[src/rtl/filter_scan_ctrl.sv]
// Time-shared glitch filter: one compare/count engine scans NCH channels round-robin,
// keeping a per-channel counter and filtered level, and reports each output change.
module filter_scan_ctrl #(
  parameter int NCH        = 4,
  parameter int CNT_W      = 4,
  parameter int DEF_THRESH = 3,
  parameter int INIT_LVL   = 1,
  localparam int CW        = (NCH > 1) ? $clog2(NCH) : 1
) (
  input  logic             clock,
  input  logic             reset,
  input  logic             enable,
  input  logic [NCH-1:0]   sig_in,
  input  logic             cfg_we,
  input  logic [CNT_W-1:0] cfg_thresh,
  output logic [NCH-1:0]   sig_out,
  output logic             chg_valid,
  output logic [CW-1:0]    chg_ch,
  output logic             chg_level,
  output logic [CW-1:0]    scan_ch,
  output logic             wrap
);

  logic [CW-1:0]    scan_q, scan_d;
  logic [CNT_W-1:0] cnt_q [NCH];
  logic [CNT_W-1:0] cnt_d [NCH];
  logic [NCH-1:0]   out_q, out_d;
  logic [CNT_W-1:0] thr_q, thr_d;
  logic [CNT_W-1:0] pend_thr_q, pend_thr_d;
  logic             pend_q, pend_d;
  logic             chg_valid_q, chg_valid_d;
  logic [CW-1:0]    chg_ch_q, chg_ch_d;
  logic             chg_level_q, chg_level_d;

  logic [CNT_W-1:0] t_eff;
  logic             at_last;
  logic             samp;

  always_comb begin
    scan_d      = scan_q;
    cnt_d       = cnt_q;
    out_d       = out_q;
    thr_d       = thr_q;
    pend_thr_d  = pend_thr_q;
    pend_d      = pend_q;
    chg_valid_d = 1'b0;
    chg_ch_d    = chg_ch_q;
    chg_level_d = chg_level_q;

    // A zero threshold behaves as one: any differing sample flips the output.
    t_eff   = (thr_q == '0) ? CNT_W'(1) : thr_q;
    at_last = (scan_q == CW'(NCH - 1));
    samp    = sig_in[scan_q];

    if (enable) begin
      scan_d = at_last ? '0 : scan_q + 1'b1;
      if (samp == out_q[scan_q]) begin
        cnt_d[scan_q] = '0;
      end else if (cnt_q[scan_q] == t_eff - 1'b1) begin
        out_d[scan_q] = samp;
        cnt_d[scan_q] = '0;
        chg_valid_d   = 1'b1;
        chg_ch_d      = scan_q;
        chg_level_d   = samp;
      end else begin
        cnt_d[scan_q] = cnt_q[scan_q] + 1'b1;
      end

      // A new threshold only takes effect between sweeps, with all counts restarted.
      if (at_last && pend_q) begin
        thr_d  = pend_thr_q;
        pend_d = 1'b0;
        for (int i = 0; i < NCH; i++) cnt_d[i] = '0;
      end
    end

    if (cfg_we) begin
      pend_thr_d = cfg_thresh;
      pend_d     = 1'b1;
    end
  end

  always_ff @(posedge clock or negedge reset) begin
    if (!reset) begin
      scan_q      <= '0;
      for (int i = 0; i < NCH; i++) cnt_q[i] <= '0;
      out_q       <= {NCH{INIT_LVL[0]}};
      thr_q       <= CNT_W'(DEF_THRESH);
      pend_thr_q  <= '0;
      pend_q      <= 1'b0;
      chg_valid_q <= 1'b0;
      chg_ch_q    <= '0;
      chg_level_q <= 1'b0;
    end else begin
      scan_q      <= scan_d;
      cnt_q       <= cnt_d;
      out_q       <= out_d;
      thr_q       <= thr_d;
      pend_thr_q  <= pend_thr_d;
      pend_q      <= pend_d;
      chg_valid_q <= chg_valid_d;
      chg_ch_q    <= chg_ch_d;
      chg_level_q <= chg_level_d;
    end
  end

  assign sig_out   = out_q;
  assign chg_valid = chg_valid_q;
  assign chg_ch    = chg_ch_q;
  assign chg_level = chg_level_q;
  assign scan_ch   = scan_q;
  assign wrap      = enable & at_last;

endmodule

[config.mk]
export PLATFORM = sky130hd
export DESIGN_NAME = filter_scan_ctrl
export DESIGN_NICKNAME = d
export VERILOG_FILES = /design/src/rtl/filter_scan_ctrl.sv
export SDC_FILE = /design/constraint.sdc
export NUM_CORES = 1
export LEC_CHECK = 0
export ABC_CLOCK_PERIOD_IN_PS = 2800
export CORE_MARGIN = 2
export CORE_UTILIZATION = 49
export DETAILED_ROUTE_END_ITERATION = 7
export PLACE_DENSITY_LB_ADDON = 0.2
export SKIP_LAST_GASP = 1
export SYNTH_ARGS = -nofsm -noshare
export SYNTH_HDL_FRONTEND = slang
export SYNTH_SLANG_ARGS = --single-unit
[constraint.sdc]
create_clock -name clock -period 2.8 [get_ports clock]
set_clock_uncertainty 0.2 [all_clocks]
set_input_delay 0.28 -clock clock [delete_from_list [all_inputs] [get_ports clock]]
set_output_delay 0.28 -clock clock [all_outputs]
set_load 0.01 [all_outputs]
==> out/metrics.csv, run 1 <==
stage,metric,value,unit
synthesis,ys_seq_elements,35,
clocking,clock-root-buffer,clkbuf_4,
global_route,antenna_found_initial,0,
timing,clock.fmax,0.362,GHz
timing,fin_crit_sh,98.6,%
finish,final_util,64.7,%
drt,num_vias,1281,
pwr,powerDensity,1030,nW/µm²
global_route,grt_use_met1,28.2,%
die,initial_core_util,52.3,%
critical_path,start_kind,flip-flop,
finish,layoutNonFillerInstCount,224,
pwr,leakage,1.01,nW
die,io_pins,23,
clocking,cts_buffers,5,
timing,whs,129,ps
critical_path,critPathKind,flip-flop to flip-flop,
synthesis,synth_area_per_cell,12.8,µm²
global_route,use_met3,4.23,%
finish,diodes,0,
critical_path,r2r_end,cnt_q[7],
global_route,grt_pass1_wl,6340,µm
drt,drt-initial-drc-count,69,
clocking,clkSlewWorstSetupHoldPaths,110,ps
timing,setup_viol,0,
global_route,overflow,0,
synthesis,yosysWarningCount,0,
die,core,3420,µm²
critical_path,cp-endpoint,cnt_q[7],
critical_path,worstSetupEndpointType,flip-flop,
drt,final_antenna_net_count,0,
timing,tightest_slew,666,ps
drt,drc,0,
die,die_x,64.4,µm
critical_path,r2r_start,thr_q[3],
critical_path,required,2830,ps
synthesis,async_flop_share,100,%
global_route,use_met2,32.7,%
synthesis,ys_types,29,
clocking,clock-sinks,35,
synthesis,post_synth_instance_area,1790,µm²
min_path,hp-class,input pin to asynchronous set/reset pin,
timing,setup_tns,0,ps
synthesis,yosysTopAreaCell,dfrtp_1,
drt,wl,3890,µm
die,row_count,21,
clocking,htreeDepth,2,
finish,finalInstanceArea,2210,µm²
die,fp.dieH,64.4,µm
run,cap_violations,0,
pwr,total_power,2.27,mW
placed_design,dp_cells,213,
drt,drtPass1Iterations,4,
placed_design,place_ws,34.7,ps
die,die-area,4150,µm²
global_route,grt_pass1_vias,1280,
synthesis,synth_nets,158,
placed_design,io_buffers,22,
finish,finish.net_count,195,
synthesis,synth_top_area_share,40.6,%
synthesis,synth_area_leaders,"dfrtp_1 (41%), dfstp_2 (8.8%), mux4_1 (7.4%), a22o_1 (6.4%), mux2_2 (5.0%)",
placed_design,detailed_place_hpwl,2780,µm
clocking,clk_path_buf_depth,2,
timing,layout_setup_ws,39.4,ps
critical_path,rrSetupSlack,40,ps
timing,slew_viol_final,0,
drt,vias_per_cell,5.72,
critical_path,startpoint,thr_q[3],
finish,syn_to_final_growth,23.7,%
finish,drive_gt1_share,25.3,%
synthesis,yosysSeqAreaShare,49.4,%
synthesis,synthCells,140,
global_route,grt_max_degree,36,
synthesis,synth_flop_cell,dfrtp_1,
timing,hold_viol_final,0,
clocking,cts_tree,done,
timing,fin_crit,2760,ps
critical_path,path_max_fanout,5,
clocking,clk_latency,340,ps
critical_path,r2r_cells,8,
pwr,vdd_ir_drop_max,0.535,mV
drt,routedWlPerCell,17.4,µm
status,status,finished clean,
timing,max-slew-margin-rel,55.1,%
placed_design,place_area,2100,µm²
global_route,grtUsageTotal,20.5,%
global_route,grt-busiest-layer,met2,
placed_design,finalWeightedCongestion,0.848,
synthesis,synth_edf_count,0,
critical_path,arrival,2790,ps
how the worst min path moves through the flow:
stage,startpoint,end,slack (ps),cells after the start
floorplan,reset,chg_ch[0],-220,0
global placement,chg_level,chg_level,260,1
detailed placement,cnt_q[3],cnt_q[3],270,2
CTS,reset,chg_valid,150,2
global route,reset,cnt_q[6],170,2
finish,reset,chg_valid,130,2
registers in the layout, summed over array words and instances, names as in the netlist:
| signal | cells |
|---|---|
| cnt_q | 16 |
| pend_thr_q | 4 |
| sig_out | 4 |
| thr_q | 4 |
| chg_ch | 2 |
| scan_ch | 2 |
| chg_level | 1 |
| chg_valid | 1 |
| pend_q | 1 |
synthesized netlist by cell type (all sizes together), types with 4 or more instances:
| library cell | instances |
|---|---|
| nand2 | 16 |
| mux4 | 6 |
| inv | 7 |
| xnor2 | 5 |
| and4b | 4 |
| dfrtp | 29 |
| a22o | 13 |
| o21ai | 8 |
| mux2 | 10 |
| ha | 6 |
| dfstp | 6 |
| nand3 | 6 |
placed cells by master, fill, tap and decap left out, types with 2 or more instances in the layout:
cell             synthesis  routed
and2_1                   3       2
a22o_1                  13      13
mux2_2                   8       8
o21ai_0                  8       8
o2bb2ai_1                3       3
inv_1                    7       7
and4b_1                  4       3
buf_4                    0      12
xor2_1                   2       2
nand2_1                 15      15
clkbuf_4                 0       5
o31ai_1                  2       2
xnor2_1                  5       3
dfstp_2                  6       6
dfrtp_1                 29      29
a21o_1                   3       3
nand3_1                  6       6
xnor2_2                  0       2
mux4_1                   5       5
clkdlybuf4s50_1          0      22
mux2_4                   2       2
ha_1                     6       5
worst max-delay path, stage by stage (launching register included):
cell and delay, ps:
dfrtp_1 420, or3_4 390, and2_4 170, ha_2 170, xnor2_2 150, xnor2_2 160, a2111oi_4 420, and4b_2 330
a22o_1 250
kinds of logic after synthesis:
kind of cell    count (synthesis)  synth area share (%)
xor+xnor                        7                  3.43
buf+inv                        12                  3.43
mux                            16                  15.3
simple gates                   34                  10.4
fa+ha+maj                       6                  4.20
flops                          35                  49.4
compound gates                 30                  13.7
routing by layer:
layer / up-vias / part of all wire [%] / wire [µm]
met3: 8 / 3.9 / 150
met1: 646 / 46 / 1790
met5: - / 0 / 0
met2: 30 / 48 / 1880
li1: 597 / - / -
met4: 0 / 1.8 / 70
final cells by class:
cell class	instances	area, µm²
clock inverters	2	12.5
repair buffers	35	322
well taps	46	57.6
clock buffers	6	41.3
multi-input cells	93	868
flip-flops and latches	35	883
inverters	7	26.3
fillers	266	1200
report_power, final:
group / switching [mW] / leakage [nW] / internal [mW] / total [mW]
clock network: 0.170 / 0.0282 / 0.0968 / 0.267
registers: 0.115 / 0.439 / 0.676 / 0.791
logic: 0.559 / 0.539 / 0.651 / 1.21
repair_timing:
| action | in CTS | in global routing |
|---|---|---|
| buffers inserted | 0 | 3 |
| setup endpoints to repair | 0 | 9 |
| gates resized for setup | 0 | 7 |
| hold buffers | 0 | 0 |
(Power assumes the default switching activity.)
==> inputs of run 2 (changes only) <==
--- a/config.mk
+++ b/config.mk
@@ -10,7 +10,6 @@
 export CORE_UTILIZATION = 49
 export DETAILED_ROUTE_END_ITERATION = 7
 export PLACE_DENSITY_LB_ADDON = 0.2
-export SKIP_LAST_GASP = 1
 export SYNTH_ARGS = -nofsm -noshare
 export SYNTH_HDL_FRONTEND = slang
 export SYNTH_SLANG_ARGS = --single-unit
==> results of run 2 <==
Final layout, timing and power as in run 1 (identical DEF).
==> inputs of run 3 (changes only) <==
--- a/config.mk
+++ b/config.mk
@@ -6,9 +6,12 @@
 export NUM_CORES = 1
 export LEC_CHECK = 0
 export ABC_CLOCK_PERIOD_IN_PS = 2800
+export CELL_PAD_IN_SITES_DETAIL_PLACEMENT = 1
+export CELL_PAD_IN_SITES_GLOBAL_PLACEMENT = 1
 export CORE_MARGIN = 2
-export CORE_UTILIZATION = 49
+export CORE_UTILIZATION = 40
 export DETAILED_ROUTE_END_ITERATION = 7
+export GPL_TIMING_DRIVEN = 0
 export PLACE_DENSITY_LB_ADDON = 0.2
 export SYNTH_ARGS = -nofsm -noshare
 export SYNTH_HDL_FRONTEND = slang
==> constraint.sdc (replaced) <==
create_clock -name clock -period 2.8 [get_ports clock]
set_clock_uncertainty 0.2 [all_clocks]
set_input_delay 0.28 -clock clock [delete_from_list [all_inputs] [get_ports clock]]
set_output_delay 0.28 -clock clock [all_outputs]
set_load 0.05 [all_outputs]
==> run 3 against run 2 <==
Sequential share of layout area down 0.39 points. Utilization down 13 points. First-iteration DRC count down 38%. Sequential power down 2%. Global-route usage down 2.2 points. Non-clock buffer count down 4. Hold slack better by 160 ps. Flip-flop and latch count unchanged. Critical endpoint is now chg_ch[0]. Total power up 15%. Via count down 1.6%. Count of clock-buffer cells in the layout up 1. Wire length up 8.8%.
==> out/metrics.csv, run 3 (synthesized netlist as in run 1, its figures left out) <==
stage,metric,value,unit,change
critical_path,max_stage_delay,460,ps,was 420 ps
finish,final_util,51.7,%,was 64.7%
placed_design,io_buffers,22,,unchanged
placed_design,dp_cells,214,,was 213
placed_design,finalWeightedCongestion,0.728,,was 0.848
critical_path,cp_slowest_cell,a2111oi_4,,was dfrtp_1
timing,clock.fmax,0.362,GHz,about the same
placed_design,place_area,2070,µm²,was 2100 µm²
global_route,grt_max_degree,36,,unchanged
finish,diodes,0,,unchanged
critical_path,rrSetupSlack,40,ps,about the same
drt,wl,4230,µm,was 3890 µm
finish,largest-register,cnt_q,,unchanged
pwr,clkPwrFrac,13.3,%,was 11.8%
timing,setup_viol,0,,unchanged
finish,layoutNonFillerInstCount,226,,was 224
pwr,seqPwrFrac,29.7,%,was 34.9%
finish,fillers,461,,was 266
min_path,hold_path_depth,2,,
timing,setup_tns,0,ps,unchanged
min_path,whs_endpoint,cnt_q[1],,
global_route,grt_pass1_wl,6960,µm,was 6340 µm
clocking,clock-root-buffer,clkbuf_8,,was clkbuf_4
die,die_x,70.8,µm,was 64.4 µm
finish,largest_reg_flops,16,,unchanged
finish,finalInstanceArea,2240,µm²,was 2210 µm²
min_path,worstHoldStart,cnt_q[1],,
critical_path,cp_top_family,simple AND/OR/NAND/NOR gates,,unchanged
pwr,combPwrFrac,56.9,%,was 53.3%
placed_design,detailed_place_hpwl,3090,µm,was 2780 µm
critical_path,critPathKind,flip-flop to flip-flop,,unchanged
pwr,leakage,0.995,nW,was 1.01 nW
drt,drc,0,,unchanged
timing,fin_crit,2760,ps,about the same
drt,drtPass1Iterations,4,,unchanged
global_route,grt_pass1_vias,1418,,"was 1,280"
min_path,hp-class,flip-flop to flip-flop,,was input pin to asynchronous set/reset pin
timing,tightest_slew,770,ps,was 666 ps
global_route,overflow,0,,unchanged
global_route,grtUsageTotal,18.2,%,was 20.5%
clocking,cts_tree,done,,unchanged
die,core,4320,µm²,was 3420 µm²
finish,drive_gt1_share,24.7,%,was 25.3%
pwr,internal_power,1.52,mW,was 1.42 mW
critical_path,r2r_start,thr_q[1],,was thr_q[3]
status,status,finished clean,,unchanged
critical_path,crit_buf_inv,1,,was 0
placed_design,place_ws,-228,ps,was 34.7 ps
critical_path,path_max_fanout,6,,was 5
drt,vias_per_cell,5.58,,was 5.72
critical_path,path_cells,or3_4 -> and2_4 -> ha_4 -> xnor2_4 -> xnor2_2 -> a2111oi_4 -> buf_6 -> nand2_4 -> mux2_4,,was or3_4 -> and2_4 -> ha_2 -> xnor2_2 -> xnor2_2 -> a2111oi_4 -> and4b_2 -> a22o_1
timing,fin_crit_sh,98.6,%,about the same
critical_path,required,2770,ps,was 2830 ps
global_route,antenna_found_initial,0,,unchanged
critical_path,arrival,2730,ps,was 2790 ps
clocking,cts_buffers,5,,unchanged
die,fp.dieH,70.8,µm,was 64.4 µm
drt,num_vias,1261,,"was 1,281"
timing,hold_viol_final,0,,unchanged
clocking,clkSlewWorstSetupHoldPaths,70,ps,was 110 ps
clocking,clk_latency,290,ps,was 340 ps
timing,layout_setup_ws,38.0,ps,was 39.4 ps
drt,final_antenna_net_count,0,,unchanged
critical_path,start_kind,flip-flop,,unchanged
pwr,powerDensity,1170,nW/µm²,was 1030 nW/µm²
clocking,clk_path_buf_depth,2,,unchanged
finish,most-common-layout-cells,"dfrtp_1 (28), clkdlybuf4s50_1 (20), nand2_1 (15)",,"was dfrtp_1 (29), clkdlybuf4s50_1 (22), nand2_1 (15)"
pwr,vdd_ir_drop_max,0.713,mV,was 0.535 mV
die,row_count,24,,was 21
critical_path,r2r_cells,9,,was 8
critical_path,r2r_end,chg_ch[0],,was cnt_q[7]
timing,slew_viol_final,0,,unchanged
timing,max-slew-margin-rel,48.6,%,was 55.1%
timing,whs,288,ps,was 129 ps
finish,finish.net_count,191,,was 195
pwr,power_switching,1.09,mW,was 844 µW
run,cap_violations,0,,unchanged
die,io_pins,23,,unchanged
clocking,clock-sinks,35,,unchanged
finish,syn_to_final_growth,25.1,%,was 23.7%
pwr,switching_share,41.6,%,was 37.2%
critical_path,path_depth,9,,was 8
timing,rsz0062_at_grt,yes,,
clocking,htreeDepth,2,,unchanged
drt,drt-initial-drc-count,43,,was 69
die,initial_core_util,41.3,%,was 52.3%
pwr,total_power,2.61,mW,was 2.27 mW
finish,final_common_cell,dfrtp_1,,unchanged
drt,routedWlPerCell,18.7,µm,was 17.4 µm
die,die-area,5020,µm²,was 4150 µm²
critical_path,worstSetupEndpointType,flip-flop,,unchanged
## run 3: cell types whose count changed in the layout (fill, tap and decap cells not counted), sizes merged
cell	delta
buf	-6
clkdlybuf4s50	-2
clkbuf	+4
clkinvlp	-1
dlygate4sd3	+1
## run 3: metal layers
layer	part of all wire, %	vias up	global-route usage, %	routed length, µm
met1	42	648	21.3	1760
met4	1.9	0	7.34	82
met5	0	-	0	0
met2	53	22	32.1	2240
li1	-	582	-	-
met3	3.4	9	4.56	145
## run 3: final cells by class
| cell class | count | area (µm²) | share of cell area [%] |
|---|---|---|---|
| clock inverters | 1 | 5.00 | 0.224 |
| repair buffers | 26 | 255 | 11.4 |
| multi-input cells | 93 | 887 | 39.7 |
| plain buffers | 5 | 36.3 | 1.62 |
| inverters | 7 | 26.3 | 1.18 |
| clock buffers | 7 | 76.3 | 3.41 |
| flip-flops and latches | 35 | 885 | 39.6 |
| well taps | 52 | 65.1 | 2.91 |
## run 3: what timing repair did
action                                  CTS  global route
pin swaps                                 0            10
endpoints found under the hold margin    29             0
endpoints found under the setup margin   20            20
hold buffers                              1             0
setup buffers                             0             3
gates resized for setup                   2            12
## run 3: power groups by stage
stage	sequential, mW	combinational (mW)	clock (mW)
5_1_grt	0.798	1.59	0.383
4_1_cts	0.785	1.32	0.361
6_report	0.776	1.49	0.348
3_5_place_dp	0.793	1.30	0
2_1_floorplan	0.991	0.739	0
3_3_place_gp	0.780	1.26	0
## run 3: worst reg2reg max path, delay by kind of cell, from the launching register on
family	cells	cell delay [ps]
buffers and inverters	1	200
XOR/XNOR	2	300
AO/OA/AOI/OAI	1	460
flip-flops	1	380
multiplexers	1	310
adder cells (fa/ha/maj)	1	170
AND/OR/NAND/NOR	3	620
## run 3: how the worst max path moves through the flow
stage,slack (ps),endpoint,start
4_1_cts,7,chg_ch[0],thr_q[3]
2_1_floorplan,70,chg_ch[0],scan_ch[0]
3_5_place_dp,-230,wrap,enable
6_report,40,chg_ch[0],thr_q[1]
5_1_grt,-50,chg_ch[0],thr_q[1]
3_3_place_gp,-190,wrap,enable
